### src/rtl/scancode_decoder.sv
// PS/2 set-2 scancode decoder: collapses E0/F0 prefix sequences into key events
// and queues them in a first-word-fall-through FIFO.
module scancode_decoder #(
    parameter int FIFO_DEPTH  = 4,
    parameter int TIMEOUT_CYC = 1_000_000
) (
    input  logic       CLK,
    input  logic       RST,
    input  logic [7:0] SCANCODE,
    input  logic       DVALID,
    input  logic       RD_EN,
    output logic [7:0] EV_CODE,
    output logic       EV_EXT,
    output logic       EV_BREAK,
    output logic       EMPTY,
    output logic       FULL,
    output logic       OVF
);
    localparam int PTR_W = $clog2(FIFO_DEPTH);
    localparam int CNT_W = PTR_W + 1;
    localparam int TMR_W = $clog2(TIMEOUT_CYC + 1);
    localparam logic [TMR_W-1:0] TMR_LAST = TMR_W'(TIMEOUT_CYC - 1);
    localparam logic [CNT_W-1:0] CNT_FULL = CNT_W'(FIFO_DEPTH);

    typedef enum logic [1:0] {
        IDLE    = 2'd0,
        EXT     = 2'd1,
        BRK     = 2'd2,
        EXT_BRK = 2'd3
    } state_t;

    // Bytes that carry no key meaning when seen outside a prefix (ack, BAT, echo, errors).
    function automatic logic isIgnored(input logic [7:0] b);
        return (b == 8'h00) || (b == 8'hAA) || (b == 8'hEE) ||
               (b == 8'hFA) || (b == 8'hFE) || (b == 8'hFF);
    endfunction

    function automatic logic isFakeShift(input logic [7:0] b);
        return (b == 8'h12) || (b == 8'h59);
    endfunction

    logic             dvalidQ_r;
    logic             armed_r;
    logic             strobe_s;
    state_t           state_r;
    state_t           nextState_s;
    logic [TMR_W-1:0] timer_r;
    logic [TMR_W-1:0] nextTimer_s;
    logic             pushReq_s;
    logic             pushExt_s;
    logic             pushBrk_s;

    logic [9:0]       mem_r [FIFO_DEPTH];
    logic [PTR_W-1:0] wrPtr_r;
    logic [PTR_W-1:0] rdPtr_r;
    logic [CNT_W-1:0] count_r;
    logic [CNT_W-1:0] nextCount_s;
    logic             pop_s;
    logic             pushAcc_s;
    logic             empty_r;
    logic             full_r;
    logic             ovf_r;

    // armed_r blocks a strobe from a DVALID that was already high when reset released.
    assign strobe_s = DVALID & ~dvalidQ_r & armed_r;

    // DVALID edge-detect register and post-reset arming.
    always_ff @(posedge CLK or negedge RST) begin
        if (!RST) begin
            dvalidQ_r <= 1'b0;
            armed_r   <= 1'b0;
        end else begin
            dvalidQ_r <= DVALID;
            if (!DVALID) begin
                armed_r <= 1'b1;
            end
        end
    end

    // Prefix state and timeout counter registers.
    always_ff @(posedge CLK or negedge RST) begin
        if (!RST) begin
            state_r <= IDLE;
            timer_r <= '0;
        end else begin
            state_r <= nextState_s;
            timer_r <= nextTimer_s;
        end
    end

    // Prefix decode, event generation and timeout.
    always_comb begin
        nextState_s = state_r;
        nextTimer_s = timer_r;
        pushReq_s   = 1'b0;
        pushExt_s   = 1'b0;
        pushBrk_s   = 1'b0;
        if (strobe_s) begin
            nextTimer_s = '0;
            case (state_r)
                IDLE: begin
                    if (SCANCODE == 8'hE0) begin
                        nextState_s = EXT;
                    end else if (SCANCODE == 8'hF0) begin
                        nextState_s = BRK;
                    end else if (isIgnored(SCANCODE)) begin
                        nextState_s = IDLE;
                    end else begin
                        pushReq_s = 1'b1;
                    end
                end
                EXT: begin
                    if (SCANCODE == 8'hE0) begin
                        nextState_s = EXT;
                    end else if (SCANCODE == 8'hF0) begin
                        nextState_s = EXT_BRK;
                    end else if (isFakeShift(SCANCODE)) begin
                        nextState_s = IDLE;
                    end else begin
                        pushReq_s   = 1'b1;
                        pushExt_s   = 1'b1;
                        nextState_s = IDLE;
                    end
                end
                BRK: begin
                    if (SCANCODE == 8'hF0) begin
                        nextState_s = BRK;
                    end else if (SCANCODE == 8'hE0) begin
                        nextState_s = EXT_BRK;
                    end else begin
                        pushReq_s   = 1'b1;
                        pushBrk_s   = 1'b1;
                        nextState_s = IDLE;
                    end
                end
                EXT_BRK: begin
                    if ((SCANCODE == 8'hE0) || (SCANCODE == 8'hF0)) begin
                        nextState_s = EXT_BRK;
                    end else if (isFakeShift(SCANCODE)) begin
                        nextState_s = IDLE;
                    end else begin
                        pushReq_s   = 1'b1;
                        pushExt_s   = 1'b1;
                        pushBrk_s   = 1'b1;
                        nextState_s = IDLE;
                    end
                end
                default: begin
                    nextState_s = IDLE;
                end
            endcase
        end else if (state_r != IDLE) begin
            if (timer_r == TMR_LAST) begin
                nextState_s = IDLE;
                nextTimer_s = '0;
            end else begin
                nextTimer_s = timer_r + TMR_W'(1);
            end
        end else begin
            nextTimer_s = '0;
        end
    end

    assign pop_s     = RD_EN & (count_r != '0);
    // A full FIFO still accepts a push when the head is popped in the same cycle.
    assign pushAcc_s = pushReq_s & ((count_r != CNT_FULL) | pop_s);

    // Occupancy update.
    always_comb begin
        nextCount_s = count_r;
        case ({pushAcc_s, pop_s})
            2'b10:   nextCount_s = count_r + CNT_W'(1);
            2'b01:   nextCount_s = count_r - CNT_W'(1);
            default: nextCount_s = count_r;
        endcase
    end

    // FIFO storage, pointers, flags and sticky overflow.
    always_ff @(posedge CLK or negedge RST) begin
        if (!RST) begin
            for (int i = 0; i < FIFO_DEPTH; i++) begin
                mem_r[i] <= 10'd0;
            end
            wrPtr_r <= '0;
            rdPtr_r <= '0;
            count_r <= '0;
            empty_r <= 1'b1;
            full_r  <= 1'b0;
            ovf_r   <= 1'b0;
        end else begin
            if (pushAcc_s) begin
                mem_r[wrPtr_r] <= {pushExt_s, pushBrk_s, SCANCODE};
                wrPtr_r        <= wrPtr_r + PTR_W'(1);
            end
            if (pop_s) begin
                rdPtr_r <= rdPtr_r + PTR_W'(1);
            end
            if (pushReq_s && !pushAcc_s) begin
                ovf_r <= 1'b1;
            end
            count_r <= nextCount_s;
            empty_r <= (nextCount_s == '0);
            full_r  <= (nextCount_s == CNT_FULL);
        end
    end

    assign EV_EXT   = empty_r ? 1'b0  : mem_r[rdPtr_r][9];
    assign EV_BREAK = empty_r ? 1'b0  : mem_r[rdPtr_r][8];
    assign EV_CODE  = empty_r ? 8'h00 : mem_r[rdPtr_r][7:0];
    assign EMPTY    = empty_r;
    assign FULL     = full_r;
    assign OVF      = ovf_r;
endmodule
### config.mk
export PLATFORM = sky130hd
export DESIGN_NAME = scancode_decoder
export DESIGN_NICKNAME = d
export VERILOG_FILES = /design/src/rtl/scancode_decoder.sv
export SDC_FILE = /design/constraint.sdc
export NUM_CORES = 1
export LEC_CHECK = 0
export ABC_AREA = 1
export CAP_MARGIN = 20
export CORE_ASPECT_RATIO = 0.7
export CORE_MARGIN = 3
export CORE_UTILIZATION = 54
export CTS_CLUSTER_DIAMETER = 50
export DETAILED_ROUTE_END_ITERATION = 10
export PLACE_DENSITY_LB_ADDON = 0.12
export SETUP_SLACK_MARGIN = 0.5
export SYNTH_ARGS = -nofsm -noshare
export SYNTH_HDL_FRONTEND = slang
export SYNTH_SLANG_ARGS = --single-unit
export TNS_END_PERCENT = 100
### constraint.sdc
create_clock -name CLK -period 1.8 [get_ports CLK]
set_input_delay 0.18 -clock CLK [delete_from_list [all_inputs] [get_ports CLK]]
set_output_delay 0.18 -clock CLK [all_outputs]
set_load 0.01 [all_outputs]
==> out/results.txt, run 1 <==
status: finished, violations left
failing checks: setup timing
CTS Sinks: 74
Max Freq: 0.4695 GHz
vias in the first global route: 4,057
Final setup viols: 73
register area share after synthesis: 0.4612
Cell Area, Synth: 4018 um2
kind of end point of the critical path: flop
Synth area leader: dfrtp_1
post-DP HPWL: 7.109 mm
Comb pwr share: 0.479
largest family of logic cells by synthesized area: simple AND/OR/NAND/NOR gates
largest net degree at the start of global routing: 36
WL/cell: 19.57 um
leakage power: 2.716 nW
initial antenna violation count: 0
crit path kind: reg2reg
area of the multi-input gates: 2292 um2
initial core utilization: 0.5760
total CTS buffers: 9
clk_skew: 0.009875 ns
first-pass GRT wire length: 20.58 mm
maximum clock path buffer count: 2
Adder-Cell Fraction of Synth Area: 0.02055
Avg Inst Size Synth: 7.956 um2
met3 Use GR: 0.09203
Max Cap Violations: 0
IO Port Bufs: 24
Critical Path Start: dvalidQ_r$_DFF_PN0_
switching share of power: 0.4112
sequential power share: 0.324
P_sw: 3.216 mW
drt pass-1 iters: 7
maximum fanout along the worst path: 4
clk_lat worst skew: 0.36 ns
Unique masters post-synth: 38
dominant cell by count in the synthesized netlist: nor2_1
row count: 25
fin crit period: 2.130 ns
total power: 7.821 mW
Ys Warns: 0
sequential cell area: 1854 um2
R2R depth: 15
GRT overflow: 0
relative slew slack: 0.4446
Die Ht: 78.17 um
die width: 109.1 um
H-tree depth: 3
root buffer cell: clkbuf_8
# fillers: 372
Post-synth EDFFs: 0
io pins: 25
Die Area: 8527 um2
power per standard cell area: 1363 nW/um2
fraction of synthesized area in multiplexers: 0
area share of and/or/nand/nor cells after synthesis: 0.2790
Slew @ Worst Pin: 0.8332 ns
Final Net Count: 638
Core Region: 6975 um2
top-area cell type share of the netlist area: 0.4547
GRT Util Overall: 0.3193
largest cells by area after synthesis: dfrtp_1 (45%), nor2_1 (9.5%), nand2_1 (9.4%)
syn nets: 523
setup TNS: -11.54 ns
hold path cells: 1
Synth Area in Compound Gates: 0.1380
PnR worst setup slack: -0.3298 ns
GP Congestion: 0.8883
CP endpoint: EMPTY$_DFF_PN1_
R2R Setup Slk: -0.33 ns
Routed WL: 14.07 mm
drc violations: 0
Tcrit/Tclk final: 1.183
Crit Reg-Reg Startpoint: dvalidQ_r$_DFF_PN0_
DR vias/cell: 5.882
RSZ-0062 raised after global routing: true
Cells after Synth: 505
Hold Crit Class: in2reg
GR Util met2: 0.4835
CTS tree: built
grt met1 use: 0.4323
max-slew violations: 0
clock share of power: 0.197
DR vias: 4,229
Layout area overhead: 42.85%
Async SR Flop Fraction: 1.000
Clk pin slew, worst setup/hold paths: 0.08 ns
busiest grt layer: met2
FF+latch count, synth: 74
Critical Path AT: 2.42 ns
reg2reg end: EMPTY$_DFF_PN1_
final core occ: 0.8228
final antenna-violating net count: 0
final hold vios: 0
Max IR drop VDD: 0.001066 V
top cell types by occurrence after synthesis: nor2_1 (102), nand2_1 (101), dfrtp_1 (73), inv_1 (50), o21ai_0 (29)
Startpoint Class: flop
CP Data Required Time: 2.09 ns
Ant. Diodes: 0
Power Internal: 4.605 mW
Starting DRT DRC Count: 431
Synth Flop Type: dfrtp_1
layout cells sized above 1: 0.3904
xor/xnor share of the synthesized area: 0.01744
==> how the worst min path moves through the flow <==
stage / from / to / slack, ns
3_3_place_gp: RST / state_r[1]$_DFFE_PN0P_ / 0.18
3_5_place_dp: RST / timer_r[7]$_DFF_PN0_ / 0.18
5_1_grt: DVALID / dvalidQ_r$_DFF_PN0_ / 0.29
2_1_floorplan: RST / FULL$_DFF_PN0_ / -0.12
6_report: DVALID / dvalidQ_r$_DFF_PN0_ / 0.28
4_1_cts: DVALID / dvalidQ_r$_DFF_PN0_ / 0.28
==> state kept, by name, summed over array words and instances (netlist names) <==
name / cells
FULL: 1
EMPTY: 1
timer_r: 20
armed_r: 1
OVF: 1
mem_r: 40
wrPtr_r: 2
dvalidQ_r: 1
rdPtr_r: 2
count_r: 3
state_r: 2
==> worst max-delay path, stage by stage, from the launching register on <==
cell and delay (ns):
dfrtp_1 0.39, nor2_2 0.12, nand2_2 0.10, inv_2 0.12, nand3_4 0.08, a21oi_4 0.16
buf_4 0.15, buf_6 0.08, buf_6 0.08, buf_6 0.10, nand4_1 0.20, nand2_1 0.17
nand3_2 0.08, nand2_2 0.10, inv_2 0.04, nor2_1 0.10
==> cells in the final DEF, fill, tap and decap left out, types with 2 or more instances in the layout <==
cell type	synthesis	layout
a211oi_1	3	2
a21oi_1	21	18
a21oi_2	3	5
buf_12	0	4
buf_2	1	10
buf_4	0	55
buf_6	4	22
buf_8	2	3
bufinv_16	0	2
clkbuf_8	0	11
clkdlybuf4s50_1	0	2
clkinv_4	0	2
dfrtp_1	73	72
dlygate4sd2_1	0	10
ha_1	5	4
inv_1	50	43
inv_2	7	14
nand2_1	101	85
nand2_2	8	22
nand2_4	4	6
nand2_8	2	10
nand3_1	13	7
nand3_2	0	4
nand3_4	1	3
nand3b_1	2	2
nand4_1	8	8
nor2_1	102	75
nor2_2	1	14
nor2_4	1	15
nor3_1	2	2
nor3_4	0	2
nor4_1	2	2
o21ai_0	29	4
o21ai_1	18	35
o21ai_2	18	26
xor2_1	7	7
==> timing repair <==
| item | CTS | global route |
|---|---|---|
| endpoints found under the hold margin | 32 | 0 |
| hold buffers | 1 | 0 |
| gates resized for setup | 145 | 52 |
| setup endpoints to repair | 83 | 83 |
| pin swaps | 34 | 16 |
| buffers inserted | 23 | 6 |
| cloned | 11 | 0 |
==> metal layers <==
| layer | up-vias | routed length (um) |
|---|---|---|
| met4 | 0 | 659 |
| met3 | 84 | 1347 |
| met2 | 279 | 6474 |
| li1 | 1852 | - |
| met1 | 2014 | 5593 |
| met5 | - | 0 |
==> power groups by stage <==
stage          registers, mW  logic, mW  clock network (mW)
3_3_place_gp            2.45       2.63                   0
6_report                2.53       3.75                1.54
5_1_grt                 2.58       4.01                1.62
3_5_place_dp            2.46       2.69                   0
2_1_floorplan           2.38       1.65                   0
4_1_cts                 2.45       3.25                1.53
==> layout make-up <==
| cell class | count | area share |
|---|---|---|
| Clock buffer | 11 | 0.02638 |
| Clock inverter | 5 | 0.01482 |
| Inverter | 60 | 0.04251 |
| Multi-Input combinational cell | 366 | 0.3994 |
| Sequential cell | 74 | 0.3231 |
| Tap cell | 94 | 0.02049 |
| Timing Repair Buffer | 107 | 0.1661 |
| Timing Repair inverter | 2 | 0.007194 |
==> cell families (layout without fill, tap and decap cells) <==
family                   Yosys count  count (layout)
XOR/XNOR                           8               8
flip-flops                        74              74
buffers and inverters             73             185
AND/OR/NAND/NOR                  251             259
adder cells (fa/ha/maj)            6               6
AO/OA/AOI/OAI                     93              93
==> through the flow <==
| stage | area, um2 | setup slack [ns] | std cells | hold slack [ns] |
|---|---|---|---|---|
| finish | 5739 | -0.3298 | 719 | 0.2784 |
| floorplan | 4055 | -0.06714 | 505 | -0.1156 |
| global route | 5739 | -0.4107 | 719 | 0.2940 |
| detailed placement | 4721 | -0.7295 | 662 | 0.1786 |
| CTS | 5514 | -0.1868 | 713 | 0.2765 |
| global placement | 4721 | -0.6180 | 662 | 0.1777 |
Note: power is estimated with default switching activity, not from simulation.
==> run 2: changes to the inputs <==
--- a/config.mk
+++ b/config.mk
@@ -6,11 +6,10 @@
 export NUM_CORES = 1
 export LEC_CHECK = 0
 export ABC_AREA = 1
-export CAP_MARGIN = 20
 export CORE_ASPECT_RATIO = 0.7
 export CORE_MARGIN = 3
 export CORE_UTILIZATION = 54
-export CTS_CLUSTER_DIAMETER = 50
+export CTS_CLUSTER_DIAMETER = 80
 export DETAILED_ROUTE_END_ITERATION = 10
 export PLACE_DENSITY_LB_ADDON = 0.12
 export SETUP_SLACK_MARGIN = 0.5
==> constraint.sdc (replaced) <==
create_clock -name CLK -period 1.8 [get_ports CLK]
set_input_delay 0.27 -clock CLK [delete_from_list [all_inputs] [get_ports CLK]]
set_output_delay 0.27 -clock CLK [all_outputs]
set_load 0.01 [all_outputs]
==> out/results.txt, run 2 (synthesis results as in run 1) <==
status: finished, violations left
failing checks: setup timing
Tcrit/Tclk final: 1.147
Die Ht: 78.17 um
relative slew slack: 0.3834
R2R depth: 14
layout cells sized above 1: 0.4652
# fillers: 341
Routed WL: 14.18 mm
total power: 8.161 mW
GP Congestion: 0.8879
PnR worst setup slack: -0.2649 ns
most common cell after layout, fill and taps aside: nor2_1
RSZ-0062 raised after global routing: true
Largest Register: mem_r
Core Region: 6975 um2
CP Data Required Time: 2.10 ns
Max Freq: 0.4843 GHz
Max Cap Violations: 0
root buffer cell: clkbuf_8
DR vias: 4,135
Hold Crit Class: in2reg
Ant. Diodes: 0
sequential cell area: 1856 um2
Layout area overhead: 47.96%
total CTS buffers: 9
clk_lat worst skew: 0.38 ns
drt pass-1 iters: 5
crit-path cells: nor2_1, nand2_1, inv_2, nand3_4, buf_4, buf_6, clkinv_4, nand2_4, nor2_4, nand2_8, inv_12, buf_12, nand2_8, o21ai_1
leakage power: 2.768 nW
power per standard cell area: 1373 nW/um2
max FFs per register: 40
area of the multi-input gates: 2449 um2
Crit Reg-Reg Startpoint: dvalidQ_r$_DFF_PN0_
Final Net Count: 645
clk_skew: 0.01411 ns
IO Port Bufs: 24
largest net degree at the start of global routing: 49
largest stage delay on the critical path: 0.37 ns
R2R Setup Slk: -0.26 ns
hold path cells: 1
Worst Hold Endpoint: dvalidQ_r$_DFF_PN0_
Startpoint Class: flop
reg2reg end: mem_r[15]$_DFFE_PN0P_
final hold vios: 0
GRT Util Overall: 0.3162
maximum fanout along the worst path: 6
die width: 109.1 um
CTS tree: built
Worst Hold Launch: DVALID
io pins: 25
post-DP HPWL: 6.839 mm
fin crit period: 2.065 ns
dpl cells: 664
max-slew violations: 0
initial core utilization: 0.5760
DR vias/cell: 5.696
final antenna-violating net count: 0
maximum clock path buffer count: 2
Design Area, Final: 5944 um2
Slew @ Worst Pin: 0.9249 ns
WL/cell: 19.53 um
Starting DRT DRC Count: 366
vias in the first global route: 3,850
row count: 25
drc violations: 0
Max IR drop VDD: 0.001109 V
Critical Path AT: 2.36 ns
crit-path most repeated cell: nand2_8
first-pass GRT wire length: 20.16 mm
final core occ: 0.8522
Final setup viols: 55
placed cell area: 4757 um2
CTS Sinks: 74
Top Registers: mem_r x40, timer_r x20, count_r x3
Clk pin slew, worst setup/hold paths: 0.08 ns
slowest stage cell on the critical path: dfrtp_1
initial antenna violation count: 0
GRT overflow: 0
commonest cells after routing, fill and taps aside: nor2_1 (72), dfrtp_1 (71), nand2_1 (67), buf_4 (67), inv_1 (39)
Die Area: 8527 um2
Layout Cells excl Fill: 726
kind of end point of the critical path: flop
crit path kind: reg2reg
Critical Path Start: dvalidQ_r$_DFF_PN0_
H-tree depth: 3
run 2: layer usage:
layer,track usage,vias up,wire [um]
li1,-,1867,-
met1,0.4467,1982,5824
met2,0.4638,231,6334
met3,0.1035,55,1534
met4,0.09458,0,488
met5,0,-,0
run 2: worst max-delay path by stage:
stage | endpoint | slack [ns] | cells past startpoint
after detailed placement | EMPTY$_DFF_PN1_ | -0.73 | 17
after CTS | FULL$_DFF_PN0_ | -0.16 | 14
after global routing | mem_r[16]$_DFFE_PN0P_ | -0.32 | 14
after floorplan | FULL$_DFF_PN0_ | -0.07 | 14
final | mem_r[15]$_DFFE_PN0P_ | -0.26 | 14
after global placement | FULL$_DFF_PN0_ | -0.71 | 16
run 2: power breakdown:
part           leakage, nW  internal [mW]  switching (mW)
clock network        0.129          0.992           0.675
registers            0.950           2.14           0.392
logic                 1.69           1.71            2.25
total                 2.77           4.84            3.32
run 2: repair_timing:
item,CTS,global route
setup buffers,19,13
hold buffers,1,0
resized for setup,168,85
pin swaps,21,34
endpoints found under the setup margin,85,84
endpoints found under the hold margin,25,0
gates cloned,12,1
run 2: cell type report:
| cell class | count | area share |
|---|---|---|
| Clock buffer | 11 | 0.02547 |
| Sequential cell | 74 | 0.3121 |
| Tap cell | 94 | 0.01979 |
| Clock inverter | 5 | 0.01684 |
| Timing Repair inverter | 3 | 0.005893 |
| Inverter | 60 | 0.04399 |
| Multi-Input combinational cell | 367 | 0.4119 |
| Timing Repair Buffer | 112 | 0.1640 |
run 2: through the flow:
| stage | hold WS [ns] | TNS, ns | worst slack, ns |
|---|---|---|---|
| after floorplan | -0.02559 | -0.09846 | -0.06714 |
| after global placement | 0.2093 | -25.80 | -0.7090 |
| after detailed placement | 0.2155 | -27.37 | -0.7277 |
| after CTS | 0.1417 | -3.586 | -0.1632 |
| after global routing | 0.1634 | -13.82 | -0.3178 |
| final | 0.1396 | -9.230 | -0.2649 |
run 2: worst max-delay path, delay by kind of cell (launching register included):
kind / cells / cell delay, ns
AND/OR/NAND/NOR: 7 / 0.75
buffers and inverters: 6 / 0.68
flip-flops: 1 / 0.37
AO/OA/AOI/OAI: 1 / 0.19
==> RTL edit 1: new RTL, settings of run 2 <==
Encoding of `state_t`: now one-hot (4 bits for 4 states).
--- a/src/rtl/scancode_decoder.sv
+++ b/src/rtl/scancode_decoder.sv
@@ -24,7 +24,7 @@
 
-    typedef enum logic [1:0] {
-        IDLE    = 2'd0,
-        EXT     = 2'd1,
-        BRK     = 2'd2,
-        EXT_BRK = 2'd3
+    typedef enum logic [3:0] {
+        IDLE    = 4'b0001,
+        EXT     = 4'b0010,
+        BRK     = 4'b0100,
+        EXT_BRK = 4'b1000
     } state_t;
Behaviour: same outputs for any inputs over 10 cycles, from zero or initial values and one cycle with RST low; not proved beyond that.
==> RTL edit 1 against run 2 <==
- the run still ends with negative setup slack left
- largest cell class unchanged
- count of clock-buffer cells in the layout up 2
- cell count is 3.2% higher
- global-route usage up 6.4 points
- clock skew rose by 4.9 ps
- design area grew 11%
- sequential power is 10% higher
- highest routed layer unchanged
- combinational power is 39% higher
- setup slack got worse by 640 ps
- synthesized area is 1.5% lower
- clock power shrank 24%
- total power rose by 17%
- sequential cell count rose by 2
- via count grew 29%
- routed wire length grew 54%
==> RTL edit 1: results (changes against run 2) <==
[run_status]
outcome = complete, but fails checks
violations = negative setup slack

[power]
seq-power_w = 0.00280  ; +10%
irDropWorstVdd_mv = 1.59  ; +43%
power_w = 0.00956  ; +17%
p_leak_nw = 2.92  ; +5.6%
p_clk_w = 0.00127  ; -24%
internal_power_w = 0.00515  ; +6.4%

[logic_synthesis]
syn-num-nets = 521  ; -0.38%
synth_common_cells = nand2_1, dfrtp_1, nor2_1, inv_1
synth_area_leaders = dfrtp_1, nand2_1, nor2_1
yosysWarnings = 0  ; unchanged
yosysUniqueCellTypes = 42  ; +11%
yosysSeqAreaShare_pct = 48.1  ; +2.0 points
netlist_instances = 503  ; -0.40%

[grt]
track_usage_pct = 38.0  ; +6.4 points
grt_pass1_wl_mm = 24.2  ; +20%
use_met3_pct = 12.5  ; +2.1 points
antenna_found_initial = 1  ; +1
grt_pass1_vias = 4624  ; +20%
grt_max_degree = 53  ; +8.2%
global_route.usage.met1_pct = 48.2  ; +3.5 points
overflow = 0  ; unchanged
grt_use_met2_pct = 58.3  ; +12 points

[routing]
top_layer = met4
drt_first_pass_iters = 8  ; +3
routedLengthMet1_mm = 7.10  ; +22%
wl_per_cell_um = 29.2  ; +49%
met3WireLength_mm = 3.58  ; +130%
drt_iter0_markers = 1084  ; +200%
num_vias = 5321  ; +29%

[placed_design]
dpl_cell_area_um2 = 4950  ; +4.2%
pre_cts_ws_ps = -801  ; -73.1 ps
dp_hpwl_mm = 7.07  ; +3.4%
gp_congestion = 0.952  ; +7.2%

[sta]
worst_slack_ps = -908  ; -643 ps
setup_viol = 82  ; +49%
tns_ps = -43490  ; -34260 ps
finClkSkew_ps = 19.0  ; +4.87 ps
slew_headroom_pct = 41.9  ; +3.5 points

[clock_network]
ctsRootBufferMaster = clkbuf_8
cts_max_path_buffers = 2  ; unchanged
numCtsBuffers = 9  ; unchanged

[final_layout]
stdcell_count = 749  ; +3.2%
nets = 667  ; +3.4%

[critical_path]
r2r-end = mem_r[8]
crit_start = state_r[2]
rr_worst_depth = 12  ; -2
cp_top_family = simple AND/OR/NAND/NOR gates
arrival_ps = 2960  ; +600 ps
crit_path_max_fanout = 5  ; -1

[hold_path]
hold_path_class = in2async

RTL edit 1: cell type report:
| type | instances | area (um^2) | share of cell area [%] |
|---|---|---|---|
| multi-input cells | 352 | 2580 | 39.2 |
| flip-flops and latches | 76 | 1910 | 29.0 |
| repair buffers | 145 | 1550 | 23.5 |
| inverters | 64 | 255 | 3.88 |
| clock buffers | 13 | 149 | 2.26 |
| well taps | 94 | 118 | 1.79 |
| clock inverters | 3 | 15.0 | 0.228 |
| repair inverters | 1 | 8.76 | 0.133 |
| diodes | 1 | 2.50 | 0.0380 |
RTL edit 1: kinds of logic (layout without fill, tap and decap cells):
logic type,count (synthesis),count (layout),synth area share [%]
AND/OR/NAND/NOR,232,235,25.9
AO/OA/AOI/OAI,107,107,15.0
buffers and inverters,78,226,7.97
flip-flops,76,76,48.1
adder cells (fa/ha/maj),6,6,2.09
XOR/XNOR,4,4,0.885
other,0,1,0
RTL edit 1: repair_timing:
item	CTS	global route
gates resized for setup	170	125
hold buffers	1	0
pin swaps	37	48
setup buffers	33	12
endpoints found under the setup margin	85	86
gates cloned	12	1
hold endpoints to repair	24	0
RTL edit 1: how the worst min path moves through the flow:
| stage | depth (start not counted) | to | startpoint | slack (ps) |
|---|---|---|---|---|
| 6_report | 2 | mem_r[32] | RST | 340 |
| 2_1_floorplan | 0 | FULL | RST | -30 |
| 3_5_place_dp | 1 | mem_r[32] | RST | 200 |
| 4_1_cts | 3 | mem_r[20] | SCANCODE[0] | 340 |
| 3_3_place_gp | 1 | mem_r[32] | RST | 200 |
| 5_1_grt | 3 | mem_r[24] | SCANCODE[4] | 360 |
==> RTL edit 2: new RTL, flow settings as in run 2 <==
Made on the original files. `TIMEOUT_CYC`: 1_000_000 -> 4_000_000.
--- a/src/rtl/scancode_decoder.sv
+++ b/src/rtl/scancode_decoder.sv
@@ -4,3 +4,3 @@
     parameter int FIFO_DEPTH  = 4,
-    parameter int TIMEOUT_CYC = 1_000_000
+    parameter int TIMEOUT_CYC = 4_000_000
 ) (
Check against the original RTL: same outputs for any inputs over 10 cycles, from zero or initial values and one cycle with RST low; that may be too few to reach the edited logic, so the function may still have changed.
==> RTL edit 2 against run 2 <==
- the run still ends with negative setup slack left
- routed wire length grew 3.4%
- design area increased by 2.9%
- synthesized area rose by 6.2%
- critical path depth decreased by 2
- die area grew 5.8%
- count of clock-buffer cells in the layout is 2 higher
- utilization down 3.5 points
- sequential share of layout area shrank 0.083 points
- sequential cell count grew 2
- total power rose by 2.4%
- setup slack got worse by 130 ps
==> RTL edit 2: results (changes against run 2) <==
[power]
irDropWorstVdd_mv = 1.01  ; -9.3%
p_leak_nw = 2.93  ; +5.8%
switching_share_pct = 40.0  ; -0.61 points
seq-power_w = 0.00262  ; +3%
pwr-share-seq_pct = 31.3  ; +0.2 points

[critical_path]
endpoint = FULL
cp_slowest_cell = fa_2
max_stage_delay_ps = 420  ; +50 ps
arrival_ps = 2430  ; +70 ps
rr_worst_depth = 12  ; -2
crit_path_max_fanout = 2  ; -4

[grt]
use_met3_pct = 6.33  ; -4.0 points
grt_pass1_wl_mm = 21.7  ; +7.7%
global_route.usage.met1_pct = 44.3  ; -0.41 points
grt_pass1_vias = 4270  ; +11%
grt_max_degree = 48  ; -2.0%
antenna_found_initial = 2  ; +2
grt_use_met2_pct = 48.2  ; +1.8 points
track_usage_pct = 30.9  ; -0.70 points

[logic_synthesis]
synth-compound-area-share_pct = 5.34  ; -8.5 points
synth_common_cells = nand2_1, nor2_1, dfrtp_1, inv_1, nand4_1
yosysSeqAreaShare_pct = 44.6  ; -1.5 points
synth_adder_area_share_pct = 2.23  ; +0.17 points
yosysUniqueCellTypes = 34  ; -11%
syn-num-nets = 590  ; +13%
synth_area_leaders = dfrtp_1, nand2_1, nor2_1

[placed_design]
gp_congestion = 0.897  ; +0.98%
placed_cells = 727  ; +9.5%
pre_cts_ws_ps = -1130  ; -405 ps
dpl_cell_area_um2 = 4990  ; +4.9%

[routing]
drt_first_pass_iters = 6  ; +1
met3WireLength_mm = 1.65  ; +7.8%
drt_iter0_markers = 609  ; +66%
top_layer = met5
via_per_inst = 5.92  ; +3.9%
routedLengthMet1_mm = 5.80  ; -0.38%
wl_per_cell_um = 18.8  ; -3.9%
routed_wl_mm = 14.7  ; +3.4%
dr_wl_met2_mm = 6.65  ; +5.0%

[clock_network]
ctsRootBufferMaster = clkbuf_16
clk_latency_ps = 340  ; -40 ps
path_clk_slew_ps = 60  ; -20 ps

[sta]
worst_pin_slew_ps = 550  ; -375 ps
finClkSkew_ps = 8.18  ; -5.92 ps
worst_slack_ps = -396  ; -131 ps
setup_viol = 18  ; -67%
tns_ps = -3010  ; +6220 ps

[final_layout]
nFillCells = 450  ; +32%
nets = 696  ; +7.9%
top_regs = mem_r x40, timer_r x22, count_r x3
drive_gt1_share_pct = 38.9  ; -7.7 points

[hold_path]
hold_path_class = in2reg

[run_status]
outcome = complete, but fails checks
violations = negative setup slack

==> RTL edit 2: cell types whose count changed after synthesis, moves of 4 or more <==
cell,delta
nand4_2,+4
buf_2,+11
o21ai_1,-18
nand2_4,-4
o21ai_2,-18
nor3_1,+11
nand4_1,+36
a21oi_1,-7
nand2_1,+55
==> RTL edit 2: final cells by class <==
class,instances,area [um^2],share of cell area [%]
well taps,98,123,2.00
diodes,1,2.50,0.0409
repair buffers,122,1050,17.2
multi-input cells,412,2540,41.5
clock buffers,13,250,4.09
clock inverters,3,22.5,0.368
inverters,56,224,3.66
flip-flops and latches,76,1900,31.1
==> RTL edit 2: timing repair <==
item / in CTS / in global routing
setup endpoints to repair: 86 / 83
cloned: 2 / 1
resized for setup: 199 / 79
hold buffers: 1 / 0
endpoints found under the hold margin: 20 / 0
buffers inserted: 25 / 8
pin swaps: 49 / 49
